[src/rtl/uart_pkg.sv]
// Shared UART definitions: receiver FSM states and default link parameters,
// common to the receiver and transmitter sides of the link.
package uart_pkg;

  localparam int UART_CLKS_PER_BIT = 104;
  localparam int UART_DATA_BITS    = 8;

  typedef enum logic [2:0] {
    ST_IDLE      = 3'd0,
    ST_START     = 3'd1,
    ST_DATA      = 3'd2,
    ST_STOP      = 3'd3,
    ST_WAIT_IDLE = 3'd4
  } rx_state_t;

endpackage

[src/rtl/sync_2ff.sv]
// Two-flop synchronizer for a single asynchronous input bit; both flops
// reset to RST_VAL so an idle-high line does not look like a start bit.
module sync_2ff #(
  parameter logic RST_VAL = 1'b1
) (
  input  logic clk,
  input  logic rst,
  input  logic d,
  output logic q
);

  logic meta_r;

  // Metastability chain: d -> meta_r -> q
  always_ff @(posedge clk or posedge rst) begin
    if (rst) begin
      meta_r <= RST_VAL;
      q      <= RST_VAL;
    end else begin
      meta_r <= d;
      q      <= meta_r;
    end
  end

endmodule

[src/rtl/uart_rx_link.sv]
// UART receiver: 8N1-style frame decoder with mid-bit sampling, a one-entry
// valid/ready output register, frame-error and overrun pulses.
module uart_rx_link
  import uart_pkg::*;
#(
  parameter int CLKS_PER_BIT = UART_CLKS_PER_BIT,
  parameter int DATA_BITS    = UART_DATA_BITS
) (
  input  logic                 clk,
  input  logic                 rst,
  input  logic                 rx_i,
  output logic [DATA_BITS-1:0] data_o,
  output logic                 valid_o,
  input  logic                 ready_i,
  output logic                 frame_err_o,
  output logic                 overrun_o,
  output logic                 busy_o
);

  localparam int TW = $clog2(CLKS_PER_BIT);
  localparam int BW = $clog2(DATA_BITS);
  localparam logic [TW-1:0] HALF_LAST = TW'(CLKS_PER_BIT / 2 - 1);
  localparam logic [TW-1:0] BIT_LAST  = TW'(CLKS_PER_BIT - 1);
  localparam logic [BW-1:0] CNT_LAST  = BW'(DATA_BITS - 1);

  logic                 rx_s;
  rx_state_t            state_r;
  logic [TW-1:0]        timer_r;
  logic [BW-1:0]        bit_cnt_r;
  logic [DATA_BITS-1:0] shift_r;

  sync_2ff #(
    .RST_VAL (1'b1)
  ) u_rx_sync (
    .clk (clk),
    .rst (rst),
    .d   (rx_i),
    .q   (rx_s)
  );

  // Frame FSM plus output register; all outputs are driven from here
  always_ff @(posedge clk or posedge rst) begin
    if (rst) begin
      state_r     <= ST_IDLE;
      timer_r     <= '0;
      bit_cnt_r   <= '0;
      shift_r     <= '0;
      data_o      <= '0;
      valid_o     <= 1'b0;
      frame_err_o <= 1'b0;
      overrun_o   <= 1'b0;
      busy_o      <= 1'b0;
    end else begin
      frame_err_o <= 1'b0;
      overrun_o   <= 1'b0;
      // Consumer handshake; a byte completing this cycle overrides below
      if (valid_o && ready_i) begin
        valid_o <= 1'b0;
      end

      case (state_r)
        ST_IDLE: begin
          timer_r   <= '0;
          bit_cnt_r <= '0;
          if (!rx_s) begin
            state_r <= ST_START;
            busy_o  <= 1'b1;
          end
        end

        ST_START: begin
          if (timer_r == HALF_LAST) begin
            timer_r <= '0;
            if (rx_s) begin
              state_r <= ST_IDLE;
              busy_o  <= 1'b0;
            end else begin
              state_r <= ST_DATA;
            end
          end else begin
            timer_r <= timer_r + 1'b1;
          end
        end

        ST_DATA: begin
          if (timer_r == BIT_LAST) begin
            timer_r   <= '0;
            shift_r   <= {rx_s, shift_r[DATA_BITS-1:1]};
            bit_cnt_r <= bit_cnt_r + 1'b1;
            if (bit_cnt_r == CNT_LAST) begin
              state_r <= ST_STOP;
            end
          end else begin
            timer_r <= timer_r + 1'b1;
          end
        end

        ST_STOP: begin
          if (timer_r == BIT_LAST) begin
            timer_r   <= '0;
            bit_cnt_r <= '0;
            if (rx_s) begin
              state_r <= ST_IDLE;
              busy_o  <= 1'b0;
              // Output slot is free if empty or being emptied this very cycle
              if (!valid_o || ready_i) begin
                data_o  <= shift_r;
                valid_o <= 1'b1;
              end else begin
                overrun_o <= 1'b1;
              end
            end else begin
              state_r     <= ST_WAIT_IDLE;
              frame_err_o <= 1'b1;
            end
          end else begin
            timer_r <= timer_r + 1'b1;
          end
        end

        ST_WAIT_IDLE: begin
          if (rx_s) begin
            state_r <= ST_IDLE;
            busy_o  <= 1'b0;
          end
        end

        default: begin
          state_r   <= ST_IDLE;
          timer_r   <= '0;
          bit_cnt_r <= '0;
          busy_o    <= 1'b0;
        end
      endcase
    end
  end

endmodule

[config.mk]
export PLATFORM = sky130hd
export DESIGN_NAME = uart_rx_link
export DESIGN_NICKNAME = d
export VERILOG_FILES = /design/src/rtl/uart_pkg.sv /design/src/rtl/sync_2ff.sv /design/src/rtl/uart_rx_link.sv
export SDC_FILE = /design/constraint.sdc
export NUM_CORES = 1
export LEC_CHECK = 0
export CORE_AREA = 2 2 51 88
export CTS_CLUSTER_DIAMETER = 50
export CTS_CLUSTER_SIZE = 14
export DETAILED_ROUTE_END_ITERATION = 16
export DIE_AREA = 0 0 53 90
export GPL_ROUTABILITY_DRIVEN = 0
export MAX_ROUTING_LAYER = met4
export PLACE_DENSITY = 0.57
export SLEW_MARGIN = 30
export SYNTH_ARGS = -nofsm -noshare
export SYNTH_HDL_FRONTEND = slang
export SYNTH_SLANG_ARGS = --single-unit
[constraint.sdc]
create_clock -name clk -period 2.2 [get_ports clk]
set_input_delay 0.66 -clock clk [delete_from_list [all_inputs] [get_ports clk]]
set_output_delay 0.66 -clock clk [all_outputs]
set_load 0.02 [all_outputs]
==> results of run 1 <==
per-layer routing:
metal  track usage (%)  up-vias  share of wire, %
li1                  -      510                 -
met1              15.0      537                40
met2              23.5       15                55
met3              3.49        5               2.4
met4              6.41        0               2.4
met5                 -        -                 0
worst paths after layout:
| check | from | endpoint | slack, ps | cells past startpoint |
|---|---|---|---|---|
| max | busy_o | busy_o | 270 | 1 |
| min | u_rx_sync.meta_r | u_rx_sync.q | 360 | 0 |
| max reg2reg | timer_r[0] | data_o[5] | 330 | 5 |
| min reg2reg | u_rx_sync.meta_r | u_rx_sync.q | 360 | 0 |
| max in group asynchronous | rst | u_rx_sync.meta_r | 1090 | 3 |
| min in group asynchronous | rst | valid_o | 780 | 3 |
flip-flops by register name, summed over array words and instances, names as in the netlist:
| name | count |
|---|---|
| timer_r | 7 |
| valid_o | 1 |
| shift_r | 8 |
| bit_cnt_r | 3 |
| busy_o | 1 |
| u_rx_sync.q | 1 |
| data_o | 8 |
| overrun_o | 1 |
| u_rx_sync.meta_r | 1 |
| state_r | 3 |
| frame_err_o | 1 |
layout by cell type, fill, tap and decap left out, drive strengths merged:
cell type      Yosys  layout
nor3               3       3
clkdlybuf4s50      0      15
a311oi             2       2
mux2              17      17
nor3b              1       1
nand2b             2       2
clkinv             0       1
inv                5       5
a211oi             1       1
dfstp              2       2
clkinvlp           0       1
nand2             10      10
a21oi              3       3
a31oi              2       2
o21ai              6       6
nor2b              1       1
dfrtp             33      33
and2               1       1
xnor2              5       5
ha                 3       3
clkbuf             0       6
or3                1       1
nor2              15      15
or3b               1       1
o21a               1       1
and3               1       1
o31ai              1       1
and2b              1       1
buf                5       2
and3b              2       2
a32oi              3       3
nand3              7       7
a2bb2oi            1       1
cell families (layout without fill, tap and decap cells):
family | count (synthesis) | after routing
XOR/XNOR | 5 | 5
multiplexers | 17 | 17
AND/OR/NAND/NOR | 46 | 46
adder cells (fa/ha/maj) | 3 | 3
AO/OA/AOI/OAI | 20 | 20
flip-flops | 35 | 35
buffers and inverters | 10 | 30
worst reg2reg max path: stages (launching register included):
cell	delay, ps
dfrtp_1	380
ha_1	220
and3b_1	330
nand3_2	170
nor2_4	290
mux2_2	370
area by class of cell:
type                       instances  area [um2]
sequential                        35         878
clock buffer                       6        72.6
inverter                           5        18.8
timing repair buffer              17         165
clock inverter                     2        12.5
fill                             417        2200
multi-input combinational         91         661
tap                               49        61.3
power by group:
| group | switching (mW) | internal [mW] | total [mW] | leakage (nW) |
|---|---|---|---|---|
| clock | 0.218 | 0.221 | 0.439 | 0.0412 |
| combinational | 0.0133 | 0.00701 | 0.0203 | 0.338 |
| sequential | 0.00249 | 0.647 | 0.649 | 0.462 |
metrics by stage:
stage	area (um2)	instances
finish	1870	205
global route	1870	205
CTS	1870	205
detailed placement	1780	197
global placement	1780	197
floorplan	1590	136
==> impl_metrics.env, run 1 <==
export IMPL_status="finished, final reports clean"
export IMPL_setup_tns_final_ps=0
export IMPL_overflow=0
export IMPL_pre_cts_slack_ps=70.0
export IMPL_worstPathRequired_ps=1540
export IMPL_cts_hold_fix_buffers=0
export IMPL_yosysWarnings=0
export IMPL_worstSetupEndpointType="primary output"
export IMPL_synth_top_cell_by_area="dfrtp_1"
export IMPL_viasPerCell=5.20
export IMPL_ir_drop_mv=0.654
export IMPL_row_count=31
export IMPL_slew_violations=0
export IMPL_antenna_found_initial=0
export IMPL_grt_use_total_pct=14.1
export IMPL_drt_first_iter_violations=17
export IMPL_dieHeight_um=90
export IMPL_slew_headroom_pct=62.9
export IMPL_postLayoutSetupSlackWorst_ps=267
export IMPL_power_mw=1.11
export IMPL_fin_hold_ws_ps=356
export IMPL_yosys_area_share_simple_pct=15.8
export IMPL_seq_area_frac_synth_pct=55.3
export IMPL_ant_nets=0
export IMPL_drv_cap=0
export IMPL_critPathArrivalTime_ps=1270
export IMPL_synth_area_leaders="dfrtp_1, mux2_2, dfstp_2, nor2_1, xnor2_1"
export IMPL_fin_crit_ps=1930
export IMPL_synthXorXnorAreaFrac_pct=2.76
export IMPL_wirelength_mm=2.79
export IMPL_critPathBufInv=1
export IMPL_synth_compound_area_share_pct=8.67
export IMPL_post_dp_hpwl_mm=2.04
export IMPL_io_buffer_count=15
export IMPL_dr_total_vias=1067
export IMPL_layout_drive_gt1_share_pct=21.8
export IMPL_post_cts_resized=0
export IMPL_clkSlewWorstSetupHoldPaths_ps=70
export IMPL_hold_viol_final=0
export IMPL_cp_slowest_cell="clkdlybuf4s50_1"
export IMPL_areaGrowthSynthToFinish_pct=17.7
export IMPL_start_kind="flip-flop"
export IMPL_dr_pass1_iters=4
export IMPL_cts_inserted_buffers=5
export IMPL_synthTopCellsByCount="dfrtp_1, mux2_2, nor2_1, nand2_1, nand3_1"
export IMPL_diodes=0
export IMPL_post_route_util_pct=45.9
export IMPL_synth_nets=143
export IMPL_synthCells=136
export IMPL_grt_max_degree=36
export IMPL_clock_root_buffer="clkbuf_8"
export IMPL_max_clock_freq_mhz=517
export IMPL_ios=16
export IMPL_chipWidth_um=53
export IMPL_grt_pass1_wl_mm=4.92
export IMPL_max_stage_delay_ps=620
export IMPL_p_per_area_nw_per_um2=593
export IMPL_setup_viol=0
export IMPL_period_share_pct=87.9
export IMPL_finClkSkew_ps=7.48
export IMPL_clock_latency_ps=280
export IMPL_nets=162
export IMPL_htreeDepth=2
export IMPL_core_area_um2=4070
export IMPL_grt_pass1_vias=1135
export IMPL_synth_seq_cells=35
export IMPL_start_util_pct=39.0
export IMPL_netlist_area_um2=1590
export IMPL_worst_pin_slew_ps=554
export IMPL_cts_setup_buffers=0
export IMPL_avgSynthCellArea_um2=11.7
export IMPL_synth_edff_count=0
export IMPL_ys_types=34
export IMPL_synth_fa_ha_area_share_pct=2.36
export IMPL_path_delay_family="buffers and inverters"
export IMPL_async_reset_ff_share_pct=100
export IMPL_clockBufferDepth=2
export IMPL_synth_area_mux_share_pct=12.1
export IMPL_crit_type="reg2out"
export IMPL_drc=0
export IMPL_die_area_um2=4770
export IMPL_crit_chain="clkdlybuf4s50_1"
export IMPL_cts_sinks=35
export IMPL_critPathMaxFanout=3
export IMPL_synth_top_family_by_area="simple AND/OR/NAND/NOR gates"
export IMPL_synth_most_common_cell="dfrtp_1"
export IMPL_p_leak_nw=0.841
export IMPL_synth_top_area_share_pct=52.0
export IMPL_rsz0062_at_grt="no"
export IMPL_hp_class="reg2reg"
export IMPL_cts_tree="done"
export IMPL_routedWlPerCell_um=13.6
export IMPL_synth_ff_type="dfrtp_1"
Note: power is estimated with default switching activity, not from simulation.
==> inputs of run 2 (changes only) <==
--- a/config.mk
+++ b/config.mk
@@ -12,7 +12,7 @@
 export DIE_AREA = 0 0 53 90
 export GPL_ROUTABILITY_DRIVEN = 0
 export MAX_ROUTING_LAYER = met4
-export PLACE_DENSITY = 0.57
+export PLACE_DENSITY = 0.6
 export SLEW_MARGIN = 30
 export SYNTH_ARGS = -nofsm -noshare
 export SYNTH_HDL_FRONTEND = slang
==> constraint.sdc (replaced) <==
create_clock -name clk -period 1.6 [get_ports clk]
set_input_delay 0.48 -clock clk [delete_from_list [all_inputs] [get_ports clk]]
set_output_delay 0.48 -clock clk [all_outputs]
set_load 0.02 [all_outputs]
==> run 2 against run 1 <==
  * The run now ends with negative setup slack left
  * Sequential power rose by 37%
  * Critical path depth rose by 5
  * Worst setup slack got worse by 360 ps
  * Clock-buffer cell count fell by 1
  * Cell count rose by 14%
  * Non-clock buffer count rose by 28
  * Total power rose by 55%
  * Sequential share of layout area fell by 8.5 points
  * Sequential cell count did not move
==> impl_metrics.env, run 2 (same netlist as run 1, synthesis figures left out) <==
export IMPL_status="finished, violations left"
export IMPL_violations="negative setup slack"
export IMPL_hp_class="reg2reg"
export IMPL_pwr_share_seq_pct=51.7
export IMPL_critPathArrivalTime_ps=1910
export IMPL_clkSlewWorstSetupHoldPaths_ps=80
export IMPL_crit_type="reg2reg"
export IMPL_final_common_cell="dfrtp_1"
export IMPL_dp_cells=218
export IMPL_path_delay_family="simple AND/OR/NAND/NOR gates"
export IMPL_core_area_um2=4070
export IMPL_finClkSkew_ps=8.02
export IMPL_grt_use_total_pct=18.2
export IMPL_p_sw_mw=0.353
export IMPL_drc=0
export IMPL_p_comb_share_pct=2.1
export IMPL_clock_root_buffer="clkbuf_8"
export IMPL_p_leak_nw=1.08
export IMPL_p_sw_share_pct=20.5
export IMPL_diodes=0
export IMPL_max_stage_delay_ps=390
export IMPL_post_route_util_pct=56.0
export IMPL_io_buffer_count=15
export IMPL_start_util_pct=39.0
export IMPL_routedWlPerCell_um=15.2
export IMPL_cts_tree="done"
export IMPL_pre_cts_slack_ps=-381
export IMPL_rsz0062_at_grt="yes"
export IMPL_post_dp_hpwl_mm=2.51
export IMPL_pwr_share_clk_pct=46.1
export IMPL_cts_inserted_buffers=5
export IMPL_hold_viol_final=0
export IMPL_grt_pass1_wl_mm=6.29
export IMPL_overflow=0
export IMPL_fin_cells=233
export IMPL_ios=16
export IMPL_setup_tns_final_ps=-1070
export IMPL_critPathMaxFanout=6
export IMPL_grt_max_degree=36
export IMPL_row_count=31
export IMPL_worstPathRequired_ps=1820
export IMPL_cts_hold_fix_buffers=0
export IMPL_ant_nets=0
export IMPL_wirelength_mm=3.54
export IMPL_grt_pass1_vias=1332
export IMPL_nets=190
export IMPL_antenna_found_initial=0
export IMPL_clock_latency_ps=290
export IMPL_reg_top3="data_o: 8 flops, shift_r: 8 flops, timer_r: 7 flops"
export IMPL_intPower_mw=1.37
export IMPL_dr_pass1_iters=5
export IMPL_period_share_pct=106
export IMPL_cp_slowest_cell="dfrtp_1"
export IMPL_areaGrowthSynthToFinish_pct=43.7
export IMPL_drt_first_iter_violations=27
export IMPL_dr_total_vias=1195
export IMPL_setup_viol=22
export IMPL_cts_sinks=35
export IMPL_dieHeight_um=90
export IMPL_chipWidth_um=53
export IMPL_slew_violations=0
export IMPL_clockBufferDepth=2
export IMPL_ir_drop_mv=0.756
export IMPL_crit_chain="ha_2 -> and3b_2 -> buf_6 -> and3_4 -> mux2_4 -> a211oi_2"
export IMPL_htreeDepth=2
export IMPL_die_area_um2=4770
export IMPL_layout_drive_gt1_share_pct=42.4
export IMPL_worstSetupEndpointType="flip-flop"
export IMPL_mostFrequentLayoutCells="dfrtp_1, buf_4, mux2_4"
export IMPL_viasPerCell=5.13
export IMPL_p_per_area_nw_per_um2=754
export IMPL_worst_pin_slew_ps=333
export IMPL_max_clock_freq_mhz=591
export IMPL_drv_cap=0
export IMPL_start_kind="flip-flop"
export IMPL_critPathBufInv=1
export IMPL_slew_headroom_pct=77.7
export IMPL_postLayoutSetupSlackWorst_ps=-92.1
export IMPL_fin_crit_ps=1690
run 2: cell count changes in the layout (fill, tap and decap cells not counted), moves of 2 or more:
cell             before  now
buf_4                 2   26
mux2_2               17    0
mux2_4                0   17
clkdlybuf4s50_1      15    3
dlygate4sd2_1         0   12
nor2_1               13    9
nor2_2                0    4
buf_12                0    3
o21ai_0               4    1
o21ai_1               2    5
nand3_4               0    2
run 2: routing by layer:
layer	routed length, um	GRT usage, %	part of all wire (%)	up-vias
met3	81	2.99	2.3	6
met2	2140	32.0	60	18
met1	1250	19.2	35	605
met5	0	-	0	-
met4	70	7.69	2.0	0
li1	-	-	-	566
run 2: power by group through the flow:
stage	clock network, mW	registers [mW]	logic (mW)
after floorplan	0	0.906	0.0176
after global placement	0	0.907	0.0369
after CTS	0.812	0.890	0.0386
after global routing	0.851	0.889	0.0428
final	0.793	0.890	0.0369
after detailed placement	0	0.907	0.0385
run 2: through the flow:
step	cell area (um2)	total power, mW	hold slack [ps]
floorplan	1600	0.924	345
global placement	1960	0.943	348
detailed placement	1960	0.945	349
CTS	2240	1.74	361
global route	2280	1.78	362
finish	2280	1.72	359
run 2: final cells by class:
cell class | count | area [um2]
clock buffer | 5 | 68.8
clock inverter | 3 | 43.8
fill | 349 | 1790
inverter | 5 | 18.8
multi-input combinational | 91 | 808
sequential | 35 | 878
tap | 49 | 61.3
timing repair buffer | 45 | 402
run 2: final timing paths:
kind | from | endpoint | slack (ps) | depth (start not counted)
worst min-delay path | u_rx_sync.meta_r | u_rx_sync.q | 360 | 0
worst min register to register | u_rx_sync.meta_r | u_rx_sync.q | 360 | 0
max in group asynchronous | rst | u_rx_sync.meta_r | 850 | 3
worst max register to register | timer_r[1] | state_r[0] | -90 | 6
worst max-delay path | timer_r[1] | state_r[0] | -90 | 6
min in group asynchronous | rst | valid_o | 520 | 3
run 2: timing repair:
item	in CTS	in global routing
resized for setup	39	10
buffers inserted	6	1
setup endpoints to repair	39	29
pin swaps	8	6
